$ cat config.mk
export PLATFORM = sky130hd
export DESIGN_NAME = me_result_decode_flat
export DESIGN_NICKNAME = d
export VERILOG_FILES = /design/src/rtl/me_result_decode_if.sv /design/src/rtl/me_result_decode.sv /design/src/flat_wrapper.sv
export SDC_FILE = /design/constraint.sdc
export NUM_CORES = 1
export LEC_CHECK = 0
export ABC_AREA = 1
export BUFFER_PORTS_ARGS = -buffer_cell sky130_fd_sc_hd__buf_2
export CAP_MARGIN = 20
export CELL_PAD_IN_SITES_DETAIL_PLACEMENT = 0
export CELL_PAD_IN_SITES_GLOBAL_PLACEMENT = 2
export CORE_AREA = 2 2 121 123
export CTS_CLUSTER_DIAMETER = 40
export DETAILED_ROUTE_END_ITERATION = 10
export DIE_AREA = 0 0 123 125
export PLACE_DENSITY_LB_ADDON = 0.1
export SYNTH_ARGS = -nofsm -noshare
export SYNTH_HDL_FRONTEND = slang
export SYNTH_SLANG_ARGS = --single-unit
$ cat constraint.sdc
create_clock -name clk -period 2.8 [get_ports clk]
set_input_delay 0.42 -clock clk [delete_from_list [all_inputs] [get_ports clk]]
set_output_delay 0.42 -clock clk [all_outputs]
set_load 0.01 [all_outputs]
$ cat src/rtl/me_result_decode_if.sv
// Result bus between a motion-estimation core and its decoder: request side
// (ack/min_cnt/min_sad/clr) plus the decoded vector and running statistics.
interface me_result_decode_if #(
  parameter int TB_LENGTH    = 16,
  parameter int SW_LENGTH    = 64,
  parameter int PE_OUT_WIDTH = 8
);
  localparam int RANGE     = SW_LENGTH - TB_LENGTH + 1;
  localparam int CNT_WIDTH = $clog2(RANGE * RANGE);
  localparam int SAD_WIDTH = $clog2(TB_LENGTH * TB_LENGTH) + PE_OUT_WIDTH;
  localparam int MV_WIDTH  = $clog2(RANGE) + 1;

  logic                 ack;
  logic [CNT_WIDTH-1:0] min_cnt;
  logic [SAD_WIDTH-1:0] min_sad;
  logic                 clr;
  logic [MV_WIDTH-1:0]  mv_x;
  logic [MV_WIDTH-1:0]  mv_y;
  logic [SAD_WIDTH-1:0] sad;
  logic                 valid;
  logic                 busy;
  logic                 err;
  logic [7:0]           run_cnt;
  logic [SAD_WIDTH-1:0] best_sad;
  logic                 overrun;

  modport master (
    output ack, min_cnt, min_sad, clr,
    input  mv_x, mv_y, sad, valid, busy, err, run_cnt, best_sad, overrun
  );

  modport slave (
    input  ack, min_cnt, min_sad, clr,
    output mv_x, mv_y, sad, valid, busy, err, run_cnt, best_sad, overrun
  );
endinterface

$ cat src/rtl/me_result_decode.sv
// Turns the row-major best-candidate index of a full-search ME core into a
// signed motion vector using repeated subtraction, and tracks result statistics.
module me_result_decode #(
  parameter int TB_LENGTH    = 16,
  parameter int SW_LENGTH    = 64,
  parameter int PE_OUT_WIDTH = 8
) (
  input  logic                clk,
  input  logic                rst_n,
  me_result_decode_if.slave   bus
);
  localparam int RANGE     = SW_LENGTH - TB_LENGTH + 1;
  localparam int CNT_WIDTH = $clog2(RANGE * RANGE);
  localparam int SAD_WIDTH = $clog2(TB_LENGTH * TB_LENGTH) + PE_OUT_WIDTH;
  localparam int MV_WIDTH  = $clog2(RANGE) + 1;
  localparam int OFS       = (RANGE - 1) / 2;

  // One extra bit so RANGE^2 stays representable when it is a power of two.
  localparam logic [CNT_WIDTH:0]   RANGE_SQ_EXT = (CNT_WIDTH + 1)'(RANGE * RANGE);
  localparam logic [CNT_WIDTH-1:0] RANGE_C      = CNT_WIDTH'(RANGE);
  localparam logic [MV_WIDTH-1:0]  OFS_C        = MV_WIDTH'(OFS);

  typedef enum logic [1:0] {
    IDLE = 2'd0,
    DIV  = 2'd1,
    DONE = 2'd2
  } state_t;

  state_t               state_reg, state_next;
  logic                 ack_d_reg;
  logic [CNT_WIDTH-1:0] rem_reg, rem_next;
  logic [MV_WIDTH-1:0]  quo_reg, quo_next;
  logic [SAD_WIDTH-1:0] sad_r_reg, sad_r_next;
  logic                 oor_reg, oor_next;
  logic [MV_WIDTH-1:0]  mv_x_reg, mv_x_next;
  logic [MV_WIDTH-1:0]  mv_y_reg, mv_y_next;
  logic [SAD_WIDTH-1:0] sad_reg, sad_next;
  logic                 err_reg, err_next;
  logic                 valid_reg, valid_next;
  logic [7:0]           run_cnt_reg, run_cnt_next;
  logic [SAD_WIDTH-1:0] best_sad_reg, best_sad_next;
  logic                 overrun_reg, overrun_next;
  logic                 ack_edge;

  assign ack_edge = bus.ack & ~ack_d_reg;

  always_comb begin
    state_next    = state_reg;
    rem_next      = rem_reg;
    quo_next      = quo_reg;
    sad_r_next    = sad_r_reg;
    oor_next      = oor_reg;
    mv_x_next     = mv_x_reg;
    mv_y_next     = mv_y_reg;
    sad_next      = sad_reg;
    err_next      = err_reg;
    valid_next    = 1'b0;
    run_cnt_next  = run_cnt_reg;
    best_sad_next = best_sad_reg;
    overrun_next  = overrun_reg;

    case (state_reg)
      IDLE: begin
        if (ack_edge) begin
          rem_next   = bus.min_cnt;
          sad_r_next = bus.min_sad;
          quo_next   = '0;
          oor_next   = ({1'b0, bus.min_cnt} >= RANGE_SQ_EXT);
          state_next = DIV;
        end
      end
      DIV: begin
        // An out-of-range index bypasses the subtraction loop entirely.
        if (!oor_reg && (rem_reg >= RANGE_C)) begin
          rem_next = rem_reg - RANGE_C;
          quo_next = quo_reg + MV_WIDTH'(1);
        end else begin
          state_next = DONE;
        end
      end
      DONE: begin
        valid_next = 1'b1;
        sad_next   = sad_r_reg;
        err_next   = oor_reg;
        if (oor_reg) begin
          mv_x_next = '0;
          mv_y_next = '0;
        end else begin
          mv_x_next = MV_WIDTH'(rem_reg) - OFS_C;
          mv_y_next = quo_reg - OFS_C;
          if (run_cnt_reg != 8'hFF) begin
            run_cnt_next = run_cnt_reg + 8'd1;
          end
          if (sad_r_reg < best_sad_reg) begin
            best_sad_next = sad_r_reg;
          end
        end
        state_next = IDLE;
      end
      default: state_next = IDLE;
    endcase

    if (ack_edge && (state_reg != IDLE)) begin
      overrun_next = 1'b1;
    end

    // Clear only touches the statistics; an in-flight decode still completes.
    if (bus.clr) begin
      run_cnt_next  = '0;
      best_sad_next = '1;
      overrun_next  = 1'b0;
    end
  end

  always_ff @(posedge clk) begin
    if (!rst_n) begin
      state_reg    <= IDLE;
      ack_d_reg    <= 1'b0;
      rem_reg      <= '0;
      quo_reg      <= '0;
      sad_r_reg    <= '0;
      oor_reg      <= 1'b0;
      mv_x_reg     <= '0;
      mv_y_reg     <= '0;
      sad_reg      <= '0;
      err_reg      <= 1'b0;
      valid_reg    <= 1'b0;
      run_cnt_reg  <= '0;
      best_sad_reg <= '1;
      overrun_reg  <= 1'b0;
    end else begin
      state_reg    <= state_next;
      ack_d_reg    <= bus.ack;
      rem_reg      <= rem_next;
      quo_reg      <= quo_next;
      sad_r_reg    <= sad_r_next;
      oor_reg      <= oor_next;
      mv_x_reg     <= mv_x_next;
      mv_y_reg     <= mv_y_next;
      sad_reg      <= sad_next;
      err_reg      <= err_next;
      valid_reg    <= valid_next;
      run_cnt_reg  <= run_cnt_next;
      best_sad_reg <= best_sad_next;
      overrun_reg  <= overrun_next;
    end
  end

  assign bus.mv_x     = mv_x_reg;
  assign bus.mv_y     = mv_y_reg;
  assign bus.sad      = sad_reg;
  assign bus.valid    = valid_reg;
  assign bus.busy     = (state_reg != IDLE);
  assign bus.err      = err_reg;
  assign bus.run_cnt  = run_cnt_reg;
  assign bus.best_sad = best_sad_reg;
  assign bus.overrun  = overrun_reg;
endmodule

$ cat src/flat_wrapper.sv
// flat-port wrapper written by rule: the top's interface ports become plain ports
module me_result_decode_flat 
#(
  parameter int TB_LENGTH    = 16,
  parameter int SW_LENGTH    = 64,
  parameter int PE_OUT_WIDTH = 8
)
  (clk, rst_n, bus_ack, bus_min_cnt, bus_min_sad, bus_clr, bus_mv_x, bus_mv_y, bus_sad, bus_valid, bus_busy, bus_err, bus_run_cnt, bus_best_sad, bus_overrun);
  me_result_decode_if #(.TB_LENGTH(TB_LENGTH), .SW_LENGTH(SW_LENGTH), .PE_OUT_WIDTH(PE_OUT_WIDTH)) bus_i ();
  input  logic clk;
  input  logic rst_n;
  input wire logic [$bits(bus_i.ack)-1:0] bus_ack;
  input wire logic [$bits(bus_i.min_cnt)-1:0] bus_min_cnt;
  input wire logic [$bits(bus_i.min_sad)-1:0] bus_min_sad;
  input wire logic [$bits(bus_i.clr)-1:0] bus_clr;
  output wire logic [$bits(bus_i.mv_x)-1:0] bus_mv_x;
  output wire logic [$bits(bus_i.mv_y)-1:0] bus_mv_y;
  output wire logic [$bits(bus_i.sad)-1:0] bus_sad;
  output wire logic [$bits(bus_i.valid)-1:0] bus_valid;
  output wire logic [$bits(bus_i.busy)-1:0] bus_busy;
  output wire logic [$bits(bus_i.err)-1:0] bus_err;
  output wire logic [$bits(bus_i.run_cnt)-1:0] bus_run_cnt;
  output wire logic [$bits(bus_i.best_sad)-1:0] bus_best_sad;
  output wire logic [$bits(bus_i.overrun)-1:0] bus_overrun;
  assign bus_i.ack = bus_ack;
  assign bus_i.min_cnt = bus_min_cnt;
  assign bus_i.min_sad = bus_min_sad;
  assign bus_i.clr = bus_clr;
  assign bus_mv_x = bus_i.mv_x;
  assign bus_mv_y = bus_i.mv_y;
  assign bus_sad = bus_i.sad;
  assign bus_valid = bus_i.valid;
  assign bus_busy = bus_i.busy;
  assign bus_err = bus_i.err;
  assign bus_run_cnt = bus_i.run_cnt;
  assign bus_best_sad = bus_i.best_sad;
  assign bus_overrun = bus_i.overrun;
  me_result_decode #(.TB_LENGTH(TB_LENGTH), .SW_LENGTH(SW_LENGTH), .PE_OUT_WIDTH(PE_OUT_WIDTH)) u_core (.clk(clk), .rst_n(rst_n), .bus(bus_i));
endmodule
==> metrics.txt <==
fin crit share roughly three quarters; TritonRoute pass-1 iters 6; IO Port Bufs 89; Worst path most repeated cell nand3_1; Crit Path Class flop to flop; CORE AREA ~0.014 mm^2; Die H about 130 um; Highest Clock Rate roughly 0.48 GHz; post-route ant nets 0; Slew Limit Fails 0; Critical Path Max Stage Delay around 660 ps; Layout area overhead 20.7%; Critical Path RT between 3000 and 4000 ps; gpl congestion around 0.8; unrepaired setup endpoints after global routing false; crit-path cells inv_1 > nand2_2 > nor2_4 > and3_1 > nand3_1 > nand3_1; vias post-DR 4150; n_diodes 0; CP Launch Type flop; Initial Utilization 32.1%; fraction of registers with async set/reset 0%; leakage power ~0.0027 uW; global-route total usage across every layer between 10% and 20%; CTS Buffer Depth 2; endpoints failing setup 0; commonest non-fill, non-tap cell in the layout nand2_1; R2R setup slack about 700 ps; clock skew between 5 and 6 ps; first-pass GRT wire length between 20000 and 25000 um; Iteration-0 DRC Markers ~170; synth unique cells 36; Seq/Total Area, Yosys between 40% and 50%; min-delay worst type primary input to flop; vias per inst between 4 and 5; syn_area_per_cell ~7.3 um^2; Routed WL between 10000 and 15000 um; Nets approximately 760; synthesized flop and latch total 96; fin crit period between 2000 and 2500 ps; fill count between 1500 and 2000; CTS sink cnt between 90 and 100; wire per inst about 14 um; Worst EP arrival 2380 ps; layout cells sized above 1 20.6%; Skew-Pair Late Insertion Delay 340 ps; Clock Pin Slew Worst Setup and Hold Paths approximately 70 ps; H-tree levels 3; Detailed Place HPWL 9370 um; CP max stage cell and3_1; CTS buffer count 9; Die X ~120 um; Worst Tran Pin Value between 600 and 700 ps; crit path max fanout 24; Slew headroom a little over half; vias in the first global route 4064; Final Hold Vio Count 0; Pwr Density between 600 and 700 mW/mm^2; TNS Setup 0 ps; antenna violations before repair 0; DRC 0; Crit. End Element flop; Most used DFF post-synth dfxtp_1; largest net degree at the start of global routing 35; clock root cell clkbuf_16; TritonCTS clock tree yes; most frequent cells in the layout nand2_1, dfxtp_1, buf_2, nor2_1, o21ai_0; Post-Syn Instances between 600 and 700; Cell Area, Synth around 0.0046 mm^2; status completed; Mapped Nets approximately 670; fin util between 30% and 40%; cts repair resizes 0; Post-synth EDFFs 0; die area 0.0154 mm^2; critical path buffer and inverter count 1; io pins 90; postcts setup bufs 0; Max-Cap Viols 0; Top delay family on crit path simple AND/OR/NAND/NOR gates; Max VDD drop approximately 0.00025 V; total grt overflow 0; num rows 44; Synth Warn # 0; hold_buf cts 0
## synthesized netlist by cell type (2+ instances only)
master / n / area [um^2]
clkbuf_1: 11 / 41.3
o21a_1: 3 / 22.5
xnor2_1: 4 / 35.0
a21o_1: 3 / 22.5
a21oi_1: 52 / 260
nor2_2: 3 / 18.8
dfxtp_1: 96 / 1920
xor2_1: 5 / 43.8
a21oi_2: 6 / 52.6
nor2_4: 3 / 33.8
nand3_2: 3 / 30.0
o21ai_0: 61 / 305
inv_2: 6 / 22.5
clkbuf_2: 2 / 10.0
nand3_1: 50 / 250
inv_1: 59 / 221
nand2_2: 9 / 56.3
nor2_1: 65 / 244
buf_2: 5 / 25.0
buf_1: 4 / 15.0
nand2_1: 122 / 458
ha_1: 22 / 275
nand2_4: 2 / 22.5
a31oi_1: 3 / 18.8
nand4_1: 2 / 12.5
or2_2: 2 / 12.5
nor3_1: 6 / 30.0
clkinv_1: 3 / 11.3
## power breakdown
part	internal, uW	total, uW	switching, uW
combinational	217	606	389
clock	857	1370	515
sequential	1460	1550	93.8
total	2540	3530	997
## through the flow
stage                     power (uW)  setup WS (ps)  area [um^2]  hold slack, ps  cells
after floorplan                 2010           1000         4550             439    620
after global placement          2200            756         5160             452    876
after detailed placement        2200            679         5160             456    876
after CTS                       3590            668         5500             271    892
after global routing            3750            453         5500             284    892
final                           3530            707         5500             280    892
## final cells by class
cell class              count  area [um^2]  share of cell area [%]
multi-input cells         431         2250                    40.9
repair buffers             97          505                    9.19
well taps                 184          230                    4.19
clock buffers              14          274                    4.98
flip-flops and latches     96         1920                    35.0
inverters                  68          255                    4.64
clock inverters             2         60.1                    1.09
## per-layer routing
layer | GRT usage (%) | vias up | wire, um
met2 | 28.6 | 60 | 6130
met1 | 21.7 | 1901 | 5830
met4 | 5.41 | 0 | 166
met3 | 2.74 | 10 | 403
li1 | - | 2179 | -
met5 | 0 | - | 0
## logic make-up after synthesis
family,Yosys count,synth area share [%]
simple gates,269,26.0
xor+xnor,9,1.73
fa+ha+maj,22,6.05
buf+inv,93,8.35
compound gates,131,15.7
flops,96,42.2
## final timing paths
path	cells past startpoint	startpoint	to
min reg2reg	2	u_core.bus.mv_y[2]	u_core.bus.mv_y[2]
max	6	u_core.state_reg[0]	u_core.bus.best_sad[6]
min	3	bus_ack	u_core.ack_d_reg
max reg2reg	6	u_core.state_reg[0]	u_core.bus.best_sad[6]
## worst reg2reg max path, delay by kind of cell (launching register included)
kind	cells	cell delay (ps)
AND/OR/NAND/NOR	5	1610
flip-flops	1	310
buffers and inverters	1	120
No activity file was read; power rests on OpenSTA's default activity.
